[src/rtl/move_scheduler.sv]
// Gomoku turn sequencer: arbitrates the board write port between the human cursor
// and the AI move. The AI scans empty cells, requests one evaluation per cell and keeps the best.
// Define MOVE_SCHED_AI_FIRST_EN to let the AI open the game on the board centre.
module move_scheduler #(
   parameter int CELLS        = 121,
   parameter int ADDR_W       = 8,
   parameter int SCORE_W      = 16,
   parameter int EVAL_TIMEOUT = 4096
) (
   input  logic               clk,
   input  logic               rst,
   input  logic               enter,
   input  logic [ADDR_W-1:0]  cursor_addr,
   output logic [ADDR_W-1:0]  occ_addr,
   input  logic               occ,
   input  logic               game_over,
   output logic               eval_req,
   output logic [ADDR_W-1:0]  eval_addr,
   input  logic               eval_ack,
   input  logic               eval_done,
   input  logic [SCORE_W-1:0] eval_score,
   output logic               wr_en,
   output logic [ADDR_W-1:0]  wr_addr,
   output logic               wr_player,
   output logic               player,
   output logic               busy,
   output logic [ADDR_W-1:0]  best_addr,
   output logic [SCORE_W-1:0] best_score,
   output logic               timeout_err
);

   localparam int TMR_W = $clog2(EVAL_TIMEOUT + 1);
   localparam logic [ADDR_W-1:0] LAST_CELL = ADDR_W'(CELLS - 1);
   localparam logic signed [SCORE_W-1:0] SCORE_MIN = {1'b1, {(SCORE_W-1){1'b0}}};

   typedef enum logic [3:0] {
      H_TURN, H_WR, H_CHK, SCAN, REQ, WAIT, A_WR, A_CHK, DONE
   } state_t;

   state_t                     state_q, state_d;
   logic [ADDR_W-1:0]          idx_q, idx_d;
   logic [ADDR_W-1:0]          eval_addr_q, eval_addr_d;
   logic [ADDR_W-1:0]          best_addr_q, best_addr_d;
   logic signed [SCORE_W-1:0]  best_score_q, best_score_d;
   logic                       found_q, found_d;
   logic                       player_q, player_d;
   logic [TMR_W-1:0]           tmr_q, tmr_d;
   logic                       tout_q, tout_d;
   logic                       timed_out;
   logic                       result_valid;
   logic signed [SCORE_W-1:0]  result_score;
`ifdef MOVE_SCHED_AI_FIRST_EN
   localparam logic [ADDR_W-1:0] CENTRE_CELL = ADDR_W'(60);
   logic                       ai_first_q, ai_first_d;
`endif

   // One budget covers both the ack wait and the result wait of a cell.
   assign timed_out    = (state_q == REQ || state_q == WAIT) &&
                         (tmr_q == TMR_W'(EVAL_TIMEOUT - 1));
   assign result_valid = timed_out || (state_q == WAIT && eval_done);
   assign result_score = (state_q == WAIT && eval_done) ? $signed(eval_score) : SCORE_MIN;

   always_ff @(posedge clk or negedge rst) begin
      if (!rst) begin
         state_q      <= H_TURN;
         idx_q        <= '0;
         eval_addr_q  <= '0;
         best_addr_q  <= '0;
         best_score_q <= SCORE_MIN;
         found_q      <= 1'b0;
         player_q     <= 1'b0;
         tmr_q        <= '0;
         tout_q       <= 1'b0;
`ifdef MOVE_SCHED_AI_FIRST_EN
         ai_first_q   <= 1'b1;
`endif
      end else begin
         state_q      <= state_d;
         idx_q        <= idx_d;
         eval_addr_q  <= eval_addr_d;
         best_addr_q  <= best_addr_d;
         best_score_q <= best_score_d;
         found_q      <= found_d;
         player_q     <= player_d;
         tmr_q        <= tmr_d;
         tout_q       <= tout_d;
`ifdef MOVE_SCHED_AI_FIRST_EN
         ai_first_q   <= ai_first_d;
`endif
      end
   end

   always_comb begin
      state_d      = state_q;
      idx_d        = idx_q;
      eval_addr_d  = eval_addr_q;
      best_addr_d  = best_addr_q;
      best_score_d = best_score_q;
      found_d      = found_q;
      player_d     = player_q;
      tmr_d        = tmr_q;
      tout_d       = tout_q;
`ifdef MOVE_SCHED_AI_FIRST_EN
      ai_first_d   = ai_first_q;
`endif
      unique case (state_q)
         H_TURN: begin
`ifdef MOVE_SCHED_AI_FIRST_EN
            if (ai_first_q) begin
               ai_first_d  = 1'b0;
               best_addr_d = CENTRE_CELL;
               player_d    = 1'b1;
               state_d     = A_WR;
            end else if (enter && !occ && !game_over) begin
               state_d = H_WR;
            end
`else
            if (enter && !occ && !game_over) state_d = H_WR;
`endif
         end
         H_WR: state_d = H_CHK;
         H_CHK: begin
            if (game_over) begin
               state_d = DONE;
            end else begin
               player_d     = 1'b1;
               idx_d        = '0;
               best_score_d = SCORE_MIN;
               found_d      = 1'b0;
               state_d      = SCAN;
            end
         end
         SCAN: begin
            if (!occ) begin
               eval_addr_d = idx_q;
               tmr_d       = '0;
               state_d     = REQ;
            end else if (idx_q == LAST_CELL) begin
               state_d = found_q ? A_WR : DONE;
            end else begin
               idx_d = idx_q + ADDR_W'(1);
            end
         end
         REQ: begin
            tmr_d = tmr_q + TMR_W'(1);
            if (eval_ack) state_d = WAIT;
         end
         WAIT: tmr_d = tmr_q + TMR_W'(1);
         A_WR: state_d = A_CHK;
         A_CHK: begin
            if (game_over) begin
               state_d = DONE;
            end else begin
               player_d = 1'b0;
               state_d  = H_TURN;
            end
         end
         DONE: state_d = DONE;
         default: state_d = H_TURN;
      endcase

      // A timed-out cell scores the minimum but can still be the first found cell.
      if (result_valid) begin
         if (timed_out) tout_d = 1'b1;
         if (!found_q || result_score > best_score_q) begin
            best_addr_d  = eval_addr_q;
            best_score_d = result_score;
            found_d      = 1'b1;
         end
         if (idx_q == LAST_CELL) begin
            state_d = A_WR;
         end else begin
            idx_d   = idx_q + ADDR_W'(1);
            state_d = SCAN;
         end
      end
   end

   always_comb begin
      occ_addr  = cursor_addr;
      eval_req  = 1'b0;
      wr_en     = 1'b0;
      wr_addr   = '0;
      wr_player = 1'b0;
      busy      = 1'b1;
      unique case (state_q)
         H_TURN: busy = 1'b0;
         DONE:   busy = 1'b0;
         SCAN:   occ_addr = idx_q;
         REQ:    eval_req = 1'b1;
         H_WR: begin
            wr_en   = 1'b1;
            wr_addr = cursor_addr;
         end
         A_WR: begin
            wr_en     = 1'b1;
            wr_addr   = best_addr_q;
            wr_player = 1'b1;
         end
         default: ;
      endcase
   end

   assign eval_addr   = eval_addr_q;
   assign player      = player_q;
   assign best_addr   = best_addr_q;
   assign best_score  = best_score_q;
   assign timeout_err = tout_q;

endmodule

[config.mk]
export PLATFORM = sky130hd
export DESIGN_NAME = move_scheduler
export DESIGN_NICKNAME = d
export VERILOG_FILES = /design/src/rtl/move_scheduler.sv
export SDC_FILE = /design/constraint.sdc
export NUM_CORES = 1
export LEC_CHECK = 0
export ABC_AREA = 1
export BUFFER_PORTS_ARGS = -buffer_cell sky130_fd_sc_hd__buf_2
export CAP_MARGIN = 20
export CORE_UTILIZATION = 49
export DETAILED_ROUTE_END_ITERATION = 8
export PLACE_DENSITY_LB_ADDON = 0.2
export SLEW_MARGIN = 20
export SYNTH_ARGS = -nofsm -noshare
export SYNTH_HDL_FRONTEND = slang
export SYNTH_SLANG_ARGS = --single-unit
[constraint.sdc]
create_clock -name clk -period 2.4 [get_ports clk]
set_input_delay 0.36 -clock clk [delete_from_list [all_inputs] [get_ports clk]]
set_output_delay 0.36 -clock clk [all_outputs]
set_load 0.02 [all_outputs]
* Word level (Yosys, flattened, before mapping) *
Index checks and enable logic that the tools add are counted.

storage, ports and cells
  register bits = 60
  input port bits = 31
  output and inout port bits = 54

operators by class
  equality and inequality tests = 17
  $lt $le $gt $ge = 1
  $add $sub $neg = 2
  bitwise gates (word level) = 1
  reductions and logical operators = 22
  mux-type cells = 36

operator list
  kind                                              count
  2-to-1 mux 16 bit                                 5
  2-to-1 mux 8 bit                                  6
  one-hot mux 4 bit (9 select lines)                1
  2-to-1 mux 4 bit                                  8
  one-hot mux 8 bit (2 select lines)                2
  one-hot mux 13 bit (2 select lines)               1
  == test 4 x 3 -> 1 bit (second input constant)    4
  > comparator 16 bit                               1
  adder 13 x 1 -> 13 bit (second input constant)    1
  == test 13 x 12 -> 1 bit (second input constant)  1
  2-to-1 mux 13 bit                                 1
  2-to-1 mux 1 bit                                  10
  adder 8 x 1 -> 8 bit (second input constant)      1
  == test 4 x 2 -> 1 bit (second input constant)    2
  == test 8 x 7 -> 1 bit (second input constant)    1
  inequality test 2 bit (second input constant)     4
  AND reduction 2 bit                               4
  inequality test 3 bit (second input constant)     2
  OR reduction 2 bit                                3
  == test 4 x 1 -> 1 bit (second input constant)    1
  == test 4 bit (second input constant)             1
  logical AND 1 bit                                 4
  zero test 4 bit                                   1
  inequality test 4 bit (second input constant)     1
  other kinds (8)                                   13

* Logic depth before layout (Yosys ltp) *
Gate-level depths: netlist of run 1.

  depth after elaboration = 7
  gate-level depth with buffers = 23
  mapped depth without buffers = 21

* Least setup slack after synthesis of run 1 *
Ideal clock, no wire load.

  kind = register -> register
  start = reg state_q[0]
  end = reg best_addr_q[3] (netlist: best_addr[3])
  cell stages (with the launch flop) = 16
  arrival time = 2.523 ns
  path slack = -0.240 ns
  path buffers = 1
  required time = 2.283 ns
  path through = dfrtp_1 > inv_1 > nor2_2 > nand3_2 > or2_2 > ha_1 > nand2_1 > nor3_1 > nand2_1 > nand3_1 > nand3_1 > nand2_2 > nand2_4 > buf_2 > nand2_1 > nand2_1

between the ends
  longest elaborated chain between the ends = 6

ends and longest elaborated chain
  what                               line        source
  start, declared                    40          state_t state_q, state_d;
  start signal, assigned             78          state_q <= state_d;
  == test 4 x 3 -> 1 bit             58, 60, 61
  logical AND 1 bit                  60, 61
  2-to-1 mux 16 bit                  61          assign result_score = (state_q == WAIT && eval_done) ? $signed(eval_score) : SCORE_MIN;
  > comparator 16 bit                165         if (!found_q || result_score > best_score_q) begin
  logical OR 1 bit                   165
  AND reduction 2 bit (no line) (*)  --
  end signal, assigned               81          best_addr_q <= best_addr_d;
  end, declared                      43          logic [ADDR_W-1:0] best_addr_q, best_addr_d;

Mark *: on every way between the ends. The rest lies on a longest branch, timed or not.
A chain may end at the register's enable or synchronous reset.

* Final worst setup path of run 1 *
  start = reg state_q[3]
  end = reg best_score_q[2] (netlist: best_score[2])

between the ends
  longest elaborated chain between the ends = 7

ends and longest elaborated chain
  what                    line        source
  == test 4 x 3 -> 1 bit  58, 60, 61
  logical AND 1 bit       60, 61
  2-to-1 mux 16 bit       61
  > comparator 16 bit     165
  logical OR 1 bit        165
  2-to-1 mux 16 bit       165
  2-to-1 mux 16 bit (*)   163         if (result_valid) begin
  net best_score_d[2]     44          logic signed [SCORE_W-1:0] best_score_q, best_score_d;
  end signal, assigned    82          best_score_q <= best_score_d;
  end, declared           44

The timed path passes the listed nets; every way through them passes the cells marked *.

==> metrics.md, run 1 <==
| Metric | Value |
|---|---|
| FP Rows | `31` |
| Num CTS Buffers | `9` |
| Worst vdd ir | `approximately 0.63 mV` |
| Die H | `89.7 µm` |
| Via count | `between 3k and 4k` |
| Net Sw Frac | `about 46%` |
| Comb pwr share | `between 50 and 60%` |
| P_sw | `3040 µW` |
| HP Class | `in -> async` |
| Htree depth | `3` |
| Fin worst setup slack | `-0.0692 ns` |
| Core area | `about 7300 µm²` |
| CTS tree | `done` |
| Power Density | `~1300 nW/µm²` |
| Synthesized area | `around 3800 µm²` |
| Crit start category | `flop` |
| I/O pin cnt | `85` |
| Final core occ | `70.2%` |
| Register area share after synthesis | `~40%` |
| Vias in the first global route | `between 3k and 4k` |
| Synthesized net count | `570` |
| Overflow after GRT | `0` |
| Final #Nets | `between 600 and 700` |
| IO buf count | `84` |
| Final setup vio count | `24` |
| Bufs on Longest Clock Path | `2` |
| Worst-skew pair later-pin latency | `0.34 ns` |
| Largest net degree at the start of global routing | `32` |
| Most frequent cells in the layout | `nand2_1, buf_2, inv_1, dfrtp_1, nor2_1` |
| Routed wire length | `10700 µm` |
| Sequential Power Share | `a little over a quarter` |
| Synth Register Bits | `60` |
| WS Path Type | `reg -> reg` |
| All-Layer GR Usage | `26.1%` |
| Final Skew | `0.0103 ns` |
| Clock sink count | `60` |
| DRC violations left | `0` |
| Routed WL per cell | `about 15 µm` |
| Die X | `89.7 µm` |
| Die area | `around 8000 µm²` |
| Worst path arrival time | `~2.7 ns` |
| P_int | `3510 µW` |
| Most common cell type on the critical path | `nand2_1` |
| Minimum clock period | `around 2.5 ns` |
| Area after DPL | `about 4400 µm²` |
| Achievable Freq | `about 0.40 GHz` |
| Violated checks | `negative setup slack` |
| Cells after Synth | `between 500 and 600` |
| Final Hold Fails | `0` |
| P_leak | `about 0.0028 µW` |
| Top fanout value on the critical path | `8` |
| Unrepaired setup endpoints after global routing | `yes` |
| Worst Path Required | `2.63 ns` |
| Slew Viols, Final | `0` |
| Worst-path clk slew | `0.08 ns` |
| Critical Path Sink Type | `flop` |
| DRT Pass-1 Iters | `5` |
| CTS root buffer | `clkbuf_8` |
| Max Cap Viol | `0` |
| Hold_ws | `between 0.03 and 0.04 ns` |
| P&R area growth vs syn | `36.8%` |
| Crit path largest cell delay | `slightly above 0.4 ns` |
| Share of layout cells above drive strength 1 | `between 30% and 40%` |
| CP delay by family, top | `simple AND/OR/NAND/NOR gates` |
| Netlist cell types | `37` |
| Final Cycle Share | `103%` |
| Fin area | `~5000 µm²` |
| Worst Tran Pin Value | `0.600 ns` |
| Initial antenna violation count | `0` |
| Final HPWL DP | `7280 µm` |
| Vias per inst | `around 5.2` |
| Max stage delay cell, worst path | `dfrtp_1` |
| Share of total power in the clock network | `between 10% and 20%` |
| Antenna Cells | `0` |
| Initial Util | `roughly 50%` |
| Status | `complete, but fails checks` |
| First-pass GRT wire length | `roughly 16000 µm` |
| DRT antenna net count | `0` |
| Mean Syn Cell Area | `7.24 µm²` |
| Slew margin rel. | `59.7%` |
| Initial DRC count | `200` |
| Commonest non-fill, non-tap cell in the layout | `nand2_1` |
| Yosys synthesis warning count | `0` |
| # hold bufs at CTS | `0` |
| Final GP Congestion | `between 0.8 and 0.9` |
| Crit path cell chain | `nor2_4 -> nand3_4 -> buf_12 -> nor2_4 -> ha_4 -> a21oi_2 -> nor2_1 -> nor2_1 -> nand2_1 -> nand2_2 -> nand2_1 -> nand2_1 -> nand3_2 -> nand2_4 -> buf_12 -> nand2_4 -> nand2_1 -> nand2_1` |
| Worst Path Buf+Inv | `2` |
repair_timing:
item / in CTS / in global routing
resized for setup: 15 / 62
setup endpoints to repair: 24 / 24
buffers inserted: 2 / 8
gates cloned: 2 / 2
pin swaps: 4 / 8
power by group through the flow:
stage          logic [µW]  registers (µW)  clock network, µW
2_1_floorplan        1740            1920                  0
3_3_place_gp         2810            1680                  0
3_5_place_dp         2860            1700                  0
4_1_cts              3350            1690               1030
5_1_grt              4180            1750               1090
6_report             3830            1700               1020
per-stage QoR:
step / power (µW) / setup TNS (ns) / worst slack (ns) / cells
final: 6550 / -0.656 / -0.0692 / 740
after global routing: 7010 / -4.30 / -0.215 / 740
after CTS: 6060 / 0 / 0.00170 / 730
after detailed placement: 4560 / -0.956 / -0.0593 / 710
after global placement: 4490 / 0 / 0.0544 / 710
after floorplan: 3660 / 0 / 0.00363 / 520
state kept, by name, summed over array words and instances, names as in the netlist:
signal / cells
best_score: 16
idx_q: 8
timeout_err: 1
eval_addr: 8
player: 1
tmr_q: 13
best_addr: 8
found_q: 1
state_q: 4
cells by family (layout without fill, tap and decap cells):
| kind of cell | Yosys count | after routing | share of synthesized area (%) |
|---|---|---|---|
| AO/OA/AOI/OAI | 72 | 72 | 10.8 |
| XOR/XNOR | 6 | 6 | 1.40 |
| adder cells (fa/ha/maj) | 19 | 19 | 6.31 |
| buffers and inverters | 95 | 213 | 9.97 |
| flip-flops | 60 | 60 | 39.9 |
| AND/OR/NAND/NOR | 268 | 271 | 31.6 |
per-layer routing:
metal  global-route usage [%]  vias up  part of all wire [%]
li1                         -     1891                     -
met1                     33.6     1830                    43
met2                     44.8      126                    51
met3                     3.38       16                   4.6
met4                     10.4        0                   1.6
met5                        0        -                     0
final timing paths:
path,from,to,slack [ns],depth (start not counted)
max reg2reg,state_q[3]$_DFFE_PN0P_,best_score[2]$_DFF_PN0_,-0.07,18
max in group asynchronous,rst,state_q[0]$_DFFE_PN0P_,2.03,2
min,rst,best_score[13]$_DFF_PN0_,0.04,2
min in group clk,eval_score[0],best_score[0]$_DFF_PN0_,0.27,3
min reg2reg,timeout_err$_DFFE_PN0P_,timeout_err$_DFFE_PN0P_,0.47,2
max,state_q[3]$_DFFE_PN0P_,best_score[2]$_DFF_PN0_,-0.07,18
layout make-up:
type                            instances  area (µm²)
Clock buffer                           10         128
Clock inverter                          6        87.6
Fill cell                             586        2180
Inverter                               85         319
Multi-Input combinational cell        368        2270
Sequential cell                        60        1500
Tap cell                               99         124
Timing Repair Buffer                  112         713
synthesized netlist by cell type, drive strengths merged:
library cell,instances,share of area (%)
nand2,167,18
inv,83,8.3
dfrtp,59,39
nor2,57,6.6
o21ai,39,5.2
nand3,27,3.9
a21oi,20,2.8
ha,19,6.3
buf,8,1.3
nor3,7,1.2
nand4,6,1.2
xor2,6,1.4
o221ai,4,0.93
nor4,3,0.66
a32o,2,0.53
clkbuf,2,0.20
clkinv,2,0.20
o211ai,2,0.40
o22ai,2,0.33
a21o,1,0.20
dfstp,1,0.70
o21a,1,0.20
o22a,1,0.23
or2,1,0.17
Power figures use the tool's default switching activity.
==> run 2, diff against run 1 <==
- ABC_AREA: 1 -> unset
- CORE_MARGIN: unset -> 2
==> run 2 against run 1 <==
Compared with the run above: the run still ends with negative setup slack left; register-to-register slack got worse by 0.60 ns; maximum frequency shrank 19%; non-clock buffer count grew 14; combinational power fell by 19%; power decreased by 13%; flip-flop and latch count unchanged; cell area down 5.3%; final cell count fell by 19%.
==> metrics.md, run 2 <==
| Metric | Value |
|---|---|
| Vias in the first global route | `3010 (-13%)` |
| Slew Viols, Final | `0 (unchanged)` |
| Crit path depth | `13 (-5)` |
| Slew margin rel. | `69.2% (+9.5 points)` |
| Commonest register cell after synthesis | `dfrtp_1` |
| Final Cycle Share | `128% (+25 points)` |
| Bufs on Longest Clock Path | `2 (unchanged)` |
| R2R cell count | `13 (-5)` |
| Final Skew | `0.00991 ns (-0.000374 ns)` |
| Worst path arrival time | `3.29 ns (+0.59 ns)` |
| P&R area growth vs syn | `36.5%` |
| Crit start category | `flop` |
| Via count | `3227 (-16%)` |
| Top fanout value on the critical path | `8 (unchanged)` |
| DRT Pass-1 Iters | `5 (unchanged)` |
| RR Endpoint | `best_addr[0]$_DFFE_PN0P_` |
| Initial antenna violation count | `0 (unchanged)` |
| Design Power | `5690 µW (-13%)` |
| Max stage delay cell, worst path | `a2111o_1` |
| Final setup vio count | `24 (unchanged)` |
| Yosys top cell by area | `dfrtp_1` |
| Num CTS Buffers | `9 (unchanged)` |
| Hold path cells | `3` |
| Yosys synthesis warning count | `0 (unchanged)` |
| Minimum clock period | `3.07 ns (+0.596 ns)` |
| Setup crit end | `best_addr[0]$_DFFE_PN0P_` |
| CP startpoint | `state_q[2]$_DFFE_PN0P_` |
| Max Cap Viol | `0 (unchanged)` |
| Most frequent cells in the layout | `buf_2, dfrtp_1, nand2_1, buf_4, inv_1` |
| Mean Syn Cell Area | `9.63 µm² (+33%)` |
| Most numerous cell in the Yosys netlist | `dfrtp_1` |
| Post-synth EDFFs | `0 (unchanged)` |
| FP Rows | `31 (unchanged)` |
| Final HPWL DP | `6360 µm (-13%)` |
| Die H | `89.4 µm (-0.31%)` |
| First-pass GRT wire length | `14300 µm (-10%)` |
| Commonest cells in the netlist | `dfrtp_1, nand2_1, inv_1, nor2_1, mux2_2` |
| Worst Path Buf+Inv | `4 (+2)` |
| Core area | `7140 µm² (-2.6%)` |
| Clock sink count | `60 (unchanged)` |
| Die area | `7990 µm² (-0.61%)` |
| DRC violations left | `0 (unchanged)` |
| Worst-skew pair later-pin latency | `0.35 ns (about the same)` |
| All-Layer GR Usage | `23.5% (-2.6 points)` |
| Register area share after synthesis | `42.1% (+2.2 points)` |
| Status | `complete, but fails checks` |
| Antenna Cells | `0 (unchanged)` |
| FF-to-FF setup slack | `-0.67 ns (-0.60 ns)` |
| Fin area | `4870 µm² (-5.3%)` |
| Initial Util | `50.1% (-1.3 points)` |
| Crit path cell chain | `nor3b_4 -> and3_4 -> buf_6 -> buf_4 -> nand2_2 -> inv_1 -> ha_1 -> nand4_1 -> a2111o_1 -> a31oi_2 -> o31ai_4 -> buf_12 -> mux2_4` |
| Power Density | `1170 nW/µm² (-8.3%)` |
| Final Hold Fails | `0 (unchanged)` |
| Final GP Congestion | `0.878 (-0.77%)` |
| Overflow after GRT | `0 (unchanged)` |
| Synth Register Bits | `60 (unchanged)` |
| Largest net degree at the start of global routing | `28 (-13%)` |
| Largest register FFs | `16 (unchanged)` |
| Die X | `89.4 µm (-0.31%)` |
| Worst Path Required | `2.63 ns (about the same)` |
| CP delay by family, top | `compound AO/OA/AOI/OAI gates` |
| P_leak | `0.00252 µW (-8.7%)` |
| Worst-path clk slew | `0.07 ns (about the same)` |
| Fin worst setup slack | `-0.666 ns (-0.596 ns)` |
| IO buf count | `84 (unchanged)` |
| Worst R2R Start | `state_q[2]$_DFFE_PN0P_` |
| I/O pin cnt | `85 (unchanged)` |
| Worst vdd ir | `0.575 mV (-8.6%)` |
| DRT antenna net count | `0 (unchanged)` |
| Hold_ws | `0.283 ns (+0.248 ns)` |
| Vias per inst | `5.39 (+3.2%)` |
| Critical Path Sink Type | `flop` |
| Setup_tns | `-13.91 ns (-13.26 ns)` |
| Worst Tran Pin Value | `0.462 ns (-0.138 ns)` |
| Post-synth ARST share | `100% (unchanged)` |
| Routed WL per cell | `15.4 µm (+6.0%)` |
| Htree depth | `3 (unchanged)` |
| HP Class | `in -> reg` |
| Area after DPL | `4340 µm² (-2.1%)` |
| Commonest non-fill, non-tap cell in the layout | `buf_2` |
| Unrepaired setup endpoints after global routing | `yes` |
| Yosys top cell area share | `41.3% (+2.1 points)` |
| Violated checks | `negative setup slack` |
| Area contributors post-synth | `dfrtp_1, mux2_2, ha_1` |
| Initial DRC count | `149 (-26%)` |
| Share of layout cells above drive strength 1 | `42.8% (+9.4 points)` |
| # fillers | `590 (+0.68%)` |
| CTS tree | `done` |
| CTS root buffer | `clkbuf_8` |
| Routed wire length | `9210 µm (-14%)` |
| WS Path Type | `reg -> reg` |
| Achievable Freq | `0.326 GHz (-19%)` |
| Synthesized area | `3570 µm² (-5.1%)` |
| Final core occ | `68.3% (-1.9 points)` |
| Netlist cell types | `54 (+46%)` |
| Crit path largest cell delay | `0.45 ns (+0.04 ns)` |
| Synthesized net count | `421 (-26%)` |
| Final #Nets | `545 (-21%)` |
| Cells after Synth | `371 (-29%)` |
[run 2: cell count changes after synthesis, sizes merged, moves of 6 or more]
cell,before,now
mux2,0,25
clkbuf,2,8
inv,83,38
nor2,57,28
nand2,167,44
o32ai,0,14
nor3,7,1
a22o,0,10
o21ai,39,14
nand3,27,11
[run 2: what timing repair did]
action,in CTS,in global routing
hold buffers,1,0
gates cloned,1,1
setup buffers,5,3
gates resized for setup,23,26
pin swaps,10,11
endpoints found under the hold margin,15,0
setup endpoints to repair,25,33
[run 2: worst min-delay path: cells and delay by family]
kind / cells / cell delay, ns
buffers and inverters: 1 / 0.10
and+or+nand+nor: 1 / 0.06
AOI/OAI and AO/OA: 1 / 0.07
[run 2: final cells by class]
cell class / count / area [µm²] / area share [%]
multi-input combinational: 260 / 2110 / 43.3
sequential: 60 / 1500 / 30.9
timing repair buffer: 126 / 778 / 16.0
inverter: 38 / 143 / 2.93
clock buffer: 11 / 141 / 2.90
tap: 99 / 124 / 2.54
clock inverter: 5 / 75.1 / 1.54
[run 2: metrics by stage]
step	instances	setup WS [ns]
after global routing	599	-0.747
after CTS	595	-0.540
after floorplan	371	-0.681
after detailed placement	572	-0.675
after global placement	572	-0.594
final	599	-0.666
[run 2: logic make-up after synthesis]
group,count (synthesis),synth area share (%)
and+or+nand+nor,115,16.5
AOI/OAI and AO/OA,87,17.9
DFF,60,42.1
buffers and inverters,52,5.81
muxes,25,7.88
adders and majority gates,19,6.66
xor gates and xnor gates,13,3.19
[run 2: layer usage]
layer	track usage, %	vias up	part of all wire [%]
met4	9.91	0	2.5
met1	29.9	1537	44
met5	0	-	0
met3	4.25	20	4.9
li1	-	1579	-
met2	39.5	91	49
[run 2: worst min-delay path by stage]
stage	from	end	slack, ns
after global placement	rst	best_score[2]$_DFF_PN0_	0.33
after floorplan	rst	best_addr[0]$_DFFE_PN0P_	0.06
after detailed placement	rst	best_score[2]$_DFF_PN0_	0.33
after CTS	eval_score[4]	best_score[4]$_DFF_PN0_	0.28
after global routing	eval_score[4]	best_score[4]$_DFF_PN0_	0.29
final	eval_score[4]	best_score[4]$_DFF_PN0_	0.28
[run 2: power breakdown]
part / leakage (µW) / switching, µW / internal (µW)
clock: 0.000113 / 404 / 608
sequential: 0.000802 / 263 / 1320
combinational: 0.00161 / 1770 / 1330
total: 0.00252 / 2430 / 3260
